`src/rtl/ctrl_fsm_layer.sv`:
```
// Layer-level control FSM: sequences fetch, MAC, drain and writeback per conv volume and drives the volume counter.
// Optional abort input is compiled in when CTRL_FSM_ABORT_EN is defined.
module ctrl_fsm_layer #(
    parameter int MNV      = 224*224,
    parameter int MAX_K    = 3*3*512,
    parameter int PIPE_LAT = 4
) (
    input  logic                       clk,
    input  logic                       rst,
    input  logic                       start,
    input  logic [$clog2(MNV)-1:0]     cfg_num_vol,
    input  logic [$clog2(MAX_K+1)-1:0] cfg_mac_len,
    output logic                       busy,
    output logic                       op_rd_req,
    input  logic                       op_rd_gnt,
    output logic [$clog2(MAX_K+1)-1:0] op_rd_idx,
    output logic                       acc_clear,
    output logic                       acc_en,
    output logic                       out_valid,
    input  logic                       out_ready,
    output logic                       cnt_load,
    output logic [$clog2(MNV)-1:0]     cnt_max_val,
    output logic                       cnt_in_vol,
    output logic                       cnt_clear_vol,
    input  logic                       op_done,
`ifdef CTRL_FSM_ABORT_EN
    input  logic                       abort,
`endif
    output logic                       layer_done
);

    localparam int NW = $clog2(MNV);
    localparam int KW = $clog2(MAX_K+1);
    localparam int DW = (PIPE_LAT > 1) ? $clog2(PIPE_LAT) : 1;

    typedef enum logic [3:0] {
        S_IDLE,
        S_CLEAR,
        S_LOAD,
        S_FETCH,
        S_DRAIN,
        S_STORE,
        S_NEXT,
        S_SETTLE,
        S_FINISH
    } state_t;

    state_t        state_q, state_d;
    logic [KW-1:0] mac_len_q, mac_len_d;
    logic [NW-1:0] num_vol_q, num_vol_d;
    logic [KW-1:0] idx_q, idx_d;
    logic [DW-1:0] drain_q, drain_d;

    logic busy_q, busy_d;
    logic op_rd_req_q, op_rd_req_d;
    logic acc_clear_q, acc_clear_d;
    logic acc_en_q, acc_en_d;
    logic out_valid_q, out_valid_d;
    logic cnt_load_q, cnt_load_d;
    logic cnt_in_vol_q, cnt_in_vol_d;
    logic cnt_clear_vol_q, cnt_clear_vol_d;
    logic layer_done_q, layer_done_d;
    logic clear_req;

    always_comb begin
        state_d      = state_q;
        mac_len_d    = mac_len_q;
        num_vol_d    = num_vol_q;
        idx_d        = idx_q;
        drain_d      = drain_q;
        acc_en_d     = 1'b0;
        layer_done_d = 1'b0;
        clear_req    = 1'b0;

        case (state_q)
            S_IDLE: begin
                if (start) begin
                    if (cfg_num_vol != '0) begin
                        num_vol_d = cfg_num_vol;
                        mac_len_d = (cfg_mac_len == '0) ? KW'(1) : cfg_mac_len;
                        state_d   = S_CLEAR;
                    end else begin
                        layer_done_d = 1'b1;
                    end
                end
            end
            S_CLEAR: state_d = S_LOAD;
            S_LOAD: begin
                idx_d   = '0;
                state_d = S_FETCH;
            end
            S_FETCH: begin
                if (op_rd_gnt) begin
                    acc_en_d = 1'b1;
                    if (idx_q == mac_len_q - KW'(1)) begin
                        idx_d   = '0;
                        drain_d = '0;
                        state_d = S_DRAIN;
                    end else begin
                        idx_d = idx_q + KW'(1);
                    end
                end
            end
            S_DRAIN: begin
                if (drain_q == DW'(PIPE_LAT-1)) begin
                    state_d = S_STORE;
                end else begin
                    drain_d = drain_q + DW'(1);
                end
            end
            // out_valid is already high here, so the handshake completes on this edge
            S_STORE: begin
                if (out_ready) begin
                    state_d = S_NEXT;
                end
            end
            S_NEXT:   state_d = S_SETTLE;
            S_SETTLE: state_d = S_FINISH;
            S_FINISH: begin
                idx_d = '0;
                if (op_done) begin
                    layer_done_d = 1'b1;
                    clear_req    = 1'b1;
                    state_d      = S_IDLE;
                end else begin
                    state_d = S_FETCH;
                end
            end
            default: state_d = S_IDLE;
        endcase

`ifdef CTRL_FSM_ABORT_EN
        if (abort && (state_q != S_IDLE)) begin
            state_d      = S_IDLE;
            idx_d        = '0;
            acc_en_d     = 1'b0;
            layer_done_d = 1'b0;
            clear_req    = 1'b1;
        end
`endif

        // Outputs are registered from the next state so they line up with the state they describe
        busy_d          = (state_d != S_IDLE);
        op_rd_req_d     = (state_d == S_FETCH);
        acc_clear_d     = (state_d == S_FETCH) && (state_q != S_FETCH);
        out_valid_d     = (state_d == S_STORE);
        cnt_load_d      = (state_d == S_LOAD);
        cnt_in_vol_d    = (state_d == S_NEXT);
        cnt_clear_vol_d = (state_d == S_CLEAR) || clear_req;
    end

    always_ff @(posedge clk) begin
        if (rst) begin
            state_q         <= S_IDLE;
            mac_len_q       <= '0;
            num_vol_q       <= '0;
            idx_q           <= '0;
            drain_q         <= '0;
            busy_q          <= 1'b0;
            op_rd_req_q     <= 1'b0;
            acc_clear_q     <= 1'b0;
            acc_en_q        <= 1'b0;
            out_valid_q     <= 1'b0;
            cnt_load_q      <= 1'b0;
            cnt_in_vol_q    <= 1'b0;
            cnt_clear_vol_q <= 1'b0;
            layer_done_q    <= 1'b0;
        end else begin
            state_q         <= state_d;
            mac_len_q       <= mac_len_d;
            num_vol_q       <= num_vol_d;
            idx_q           <= idx_d;
            drain_q         <= drain_d;
            busy_q          <= busy_d;
            op_rd_req_q     <= op_rd_req_d;
            acc_clear_q     <= acc_clear_d;
            acc_en_q        <= acc_en_d;
            out_valid_q     <= out_valid_d;
            cnt_load_q      <= cnt_load_d;
            cnt_in_vol_q    <= cnt_in_vol_d;
            cnt_clear_vol_q <= cnt_clear_vol_d;
            layer_done_q    <= layer_done_d;
        end
    end

    assign busy          = busy_q;
    assign op_rd_req     = op_rd_req_q;
    assign op_rd_idx     = idx_q;
    assign acc_clear     = acc_clear_q;
    assign acc_en        = acc_en_q;
    assign out_valid     = out_valid_q;
    assign cnt_load      = cnt_load_q;
    assign cnt_max_val   = num_vol_q;
    assign cnt_in_vol    = cnt_in_vol_q;
    assign cnt_clear_vol = cnt_clear_vol_q;
    assign layer_done    = layer_done_q;

endmodule

```
`config.mk`:
```
export PLATFORM = sky130hd
export DESIGN_NAME = ctrl_fsm_layer
export DESIGN_NICKNAME = d
export VERILOG_FILES = /design/src/rtl/ctrl_fsm_layer.sv
export SDC_FILE = /design/constraint.sdc
export NUM_CORES = 1
export LEC_CHECK = 0
export BUFFER_PORTS_ARGS = -buffer_cell sky130_fd_sc_hd__buf_2
export CAP_MARGIN = 40
export CELL_PAD_IN_SITES_DETAIL_PLACEMENT = 1
export CELL_PAD_IN_SITES_GLOBAL_PLACEMENT = 1
export CORE_ASPECT_RATIO = 1.2
export CORE_MARGIN = 3
export CORE_UTILIZATION = 39
export CTS_CLUSTER_SIZE = 10
export DETAILED_ROUTE_END_ITERATION = 8
export HOLD_SLACK_MARGIN = 0.12
export PLACE_DENSITY_LB_ADDON = 0.1
export REMOVE_ABC_BUFFERS = 1
export SKIP_LAST_GASP = 1
export SLEW_MARGIN = 20
export SYNTH_ARGS = -nofsm -noshare
export SYNTH_HDL_FRONTEND = slang
export SYNTH_SLANG_ARGS = --single-unit
```
`constraint.sdc`:
```
create_clock -name clk -period 3 [get_ports clk]
set_input_delay 0.45 -clock clk [delete_from_list [all_inputs] [get_ports clk]]
set_output_delay 0.45 -clock clk [all_outputs]
set_load 0.05 [all_outputs]
```
==> results by stage <==
Clock network:
- The number of buffers created by CTS is 9.
- Clock latency on the worst-skew pair, taken at its later pin, is about 340 ps.
- Clock-pin slew was measured on the worst setup and hold paths at around 70 ps.
- The tree built by TritonCTS fans out to 57 sinks.
- The maximum clock path buffer count is 2.
- TritonCTS built the clock tree.
- The H-tree was split into 3 levels.
- CTS placed an instance of clkbuf_8 at the clock tree root.
- The number of hold buffers added after CTS is 0.

GRT:
- The overall overflow remaining after global route is 0.
- The initial antenna violation count was 0.
- The first global-routing pass estimated 13800 µm of wire.
- In the global route stage, overall resource usage came out at between 15 and 20%.
- Entering global routing, the biggest net connects just over 40 pins.
- The via count of the first global-routing pass was 2897.

Logic synthesis:
- The synthesized netlist devotes ~3.8% of its cell area to XOR and XNOR gates.
- Summing the sequential cell areas from Yosys gives between 30 and 40% of the chip area.
- Synthesis instantiated a little over 60 different standard cells from the library.
- A synthesized cell averages 8.64 µm².
- Synthesis produced approximately 340 cells.
- In the synthesized netlist the async set-or-reset flop fraction comes to 0%.
- The adder-cell share of the synthesized area is 1.27%.
- After synthesis the cells add up to 2960 µm².
- Of the total synthesized cell area, the portion taken by AND, OR, NAND and NOR gates is a little over a quarter.
- The multiplexer share of the synthesized area is a little over a tenth.
- After synthesis, the largest family of logic cells by area is simple AND/OR/NAND/NOR gates.
- The compound-cell area share of the yosys netlist is about 15%.
- The primary flip-flop cell chosen by synthesis mapping is dfxtp_1.
- In this run, synthesis produced a sequential element count of 57.
- The number of warnings issued by yosys is 0.
- The number of flops mapped to enable cells by yosys is 0.

STA:
- Setup repair after global routing left no endpoint under its margin.
- The number of hold-slack violations in the final timing report is 0.
- In the finished design, the share of the clock period the worst path needs comes to between 90 and 100%.
- The max-slew headroom at the worst pin is a little under half.
- The upper clock frequency limit is roughly 360 MHz.
- The slew at the pin closest to its max-slew limit is about 800 ps.
- Setup total negative slack on the finished layout was measured at 0 ps.
- Subtracting the final worst setup slack from the clock period gives about 2800 ps.
- Setup violations remaining at the end of the flow were counted as 0.
- The worst-case clock skew is around 12 ps.
- The final number of max-transition violations came to 0.

Setup path:
- The most critical setup path has its startpoint at mac_len_q[0].
- The data arrival at the endpoint of the critical path is approximately 3000 ps.
- The cell with the biggest individual delay on the critical path is or4b_1.
- Counting both buffers and inverters, the worst setup path holds a total of 2.
- Along the worst path, the maximum fanout reaches 18.
- The required time of the critical path is between 3000 and 4000 ps.
- The delay of the slowest critical-path stage is between 400 and 500 ps.
- The startpoint of the worst-slack reg-to-reg timing path is mac_len_q[0].
- The kind of critical path is flip-flop to flip-flop.
- Traced cell by cell, the critical path runs through inv_1, ha_2, or4b_1, or4_1, a21oi_1, or3b_4, nand4_4, buf_4, a31oi_1, o22ai_1.
- The worst setup path is captured at a flip-flop.
- STA classifies the critical path startpoint as a flip-flop.
- The largest delay contributor family on the critical path is simple AND/OR/NAND/NOR gates.

Floorplanning:
- The floorplan has 34 rows.
- The total die area is 8680 µm².
- From left edge to right edge, the die measures 85.6 µm.
- The total area inside the core boundary comes to about 7300 µm².
- The floorplan die height is between 100 and 150 µm.
- The top-level port count is 73.
- The starting density of the core is about two fifths.

Job:
- The max-capacitance violation count is 0.

Cells and area:
- With fillers left out, the area of the finished cells amounts to between 3000 and 4000 µm².
- The final layout net count is 456.
- From synthesis to final layout, the design area changed by 22.2%.
- Of the cells placed in the final design, the portion with a size suffix greater than 1 is between 20% and 30%.
- 0 antenna diodes ended up in the layout.

Detailed routing:
- The remaining design rule violation count is 0.
- The number of iterations in the first detailed-routing pass is 4.
- The average via count per standard cell is ~5.5.
- For this block, the initial DRC count from the detailed router was 96.
- The via count is around 2.8k.
- Once detail routing completed, the nets flagged for antenna violations numbered 0.
- Dividing the detail-routed wire length by the instance count gives roughly 16 µm.
- The sum of routed wire length over all layers is between 8000 and 9000 µm.

Pwr:
- In this run the static leakage power is about 1.7 nW.
- The completed layout was analyzed and its total power is between 2 and 2.5 mW.
- In this run the power density over the cells is 595 nW/µm².
- The largest vdd supply drop is roughly 0.36 mV.

Place:
- The placer's final routability congestion estimate is ~0.8.
- Once placement finished, the instance area stood at 3430 µm².
- The count of input and output buffers is 72.
- The placed wire-length estimate after detailed placement is ~6100 µm.

Outcome:
- The run finished with clean final reports.

Min path:
- The startpoint of the lowest-slack hold path is cfg_num_vol[1].
- In this run the worst hold path is classified as primary input to flip-flop.
-- area by class of cell --
class / instances / area, µm²
clock buffers: 11 / 141
clock inverters: 5 / 31.3
fillers: 938 / 3700
inverters: 14 / 52.6
multi-input cells: 252 / 1690
flip-flops and latches: 57 / 1140
well taps: 90 / 113
repair buffers: 84 / 450
-- worst reg2reg max path, cell delays in order (launching register included) --
cell     delay, ps
dfxtp_1        370
inv_1          100
ha_2           230
or4b_1         490
or4_1          480
a21oi_1        180
or3b_4         180
nand4_4        110
buf_4          230
a31oi_1        190
o22ai_1        100
-- flip-flops by register name, indices dropped and copies added, names as in the netlist, 2 cells and up --
name         count
cnt_max_val     16
mac_len_q       13
op_rd_idx       13
state_q          4
drain_q          2
-- repair_timing --
item                                    in CTS  in global routing
gates resized for setup                      0                  2
buffers inserted                             0                  1
endpoints found under the setup margin       0                  7
-- cells in the final DEF (no fill, tap or decap), types with 7 or more instances in the layout --
cell type	instances
nand4_1	10
xor2_1	8
nand3_1	16
mux2i_1	32
nor3_1	10
a31oi_1	11
inv_1	14
nand2_1	20
nor4_1	11
o21ai_0	7
buf_4	12
buf_2	72
clkbuf_8	10
nor2_1	46
dfxtp_1	57
-- report_power, final --
part	leakage [nW]	internal [mW]	total (mW)	switching [mW]
logic	1.11	0.238	0.643	0.405
clock network	0.0891	0.319	0.636	0.317
registers	0.465	0.816	0.875	0.0587
-- synth_stat cells, drive strengths merged (2+ instances only) --
library cell | number | area share [%]
a211oi | 3 | 0.93
a21o | 2 | 0.51
a21oi | 6 | 1.0
a31oi | 11 | 2.3
and3 | 6 | 1.3
buf | 6 | 1.1
clkbuf | 14 | 1.8
dfxtp | 57 | 39
ha | 3 | 1.3
inv | 14 | 1.8
mux2i | 32 | 11
nand2 | 20 | 2.5
nand2b | 2 | 0.42
nand3 | 16 | 2.7
nand3b | 4 | 1.0
nand4 | 11 | 2.8
nand4b | 2 | 0.59
nor2 | 46 | 5.8
nor2b | 3 | 0.63
nor3 | 11 | 2.0
nor3b | 2 | 0.51
nor4 | 12 | 3.0
nor4b | 2 | 0.80
o2111ai | 2 | 0.59
o21a | 4 | 1.0
o21ai | 8 | 1.4
o21bai | 2 | 0.51
o22ai | 3 | 0.63
o2bb2ai | 2 | 0.59
o31ai | 3 | 1.1
or3b | 2 | 0.68
or4 | 2 | 0.63
xnor2 | 5 | 1.5
xor2 | 8 | 2.4
-- kinds of logic after synthesis --
family / after synthesis
multiplexers: 32
AO/OA/AOI/OAI: 60
XOR/XNOR: 13
adder cells (fa/ha/maj): 3
AND/OR/NAND/NOR: 144
flip-flops: 57
buffers and inverters: 34
-- layer usage --
layer  up-vias  global-route usage [%]  part of all wire (%)
met5         -                       0                     0
met4         0                    7.92                   1.9
met3        13                    5.13                   4.1
met2        48                    34.6                    51
met1      1362                    23.6                    43
li1       1410                       -                     -
-- stage by stage --
| step | setup WS (ps) | hold WS [ps] | instances | util [%] |
|---|---|---|---|---|
| 4_1_cts | 138 | 340 | 512 | 49.3 |
| 6_report | 226 | 358 | 513 | 49.5 |
| 3_3_place_gp | 238 | 450 | 496 | 46.9 |
| 3_5_place_dp | 141 | 468 | 496 | 46.9 |
| 5_1_grt | 15.5 | 360 | 513 | 49.5 |
| 2_1_floorplan | -202 | 446 | 323 | - |
-- final timing paths --
kind / to / slack [ps] / depth (start not counted)
max: op_rd_idx[11] / 230 / 10
min: cnt_max_val[1] / 360 / 3
max reg2reg: op_rd_idx[11] / 230 / 10
min reg2reg: drain_q[1] / 480 / 1
Power figures use the tool's default switching activity.
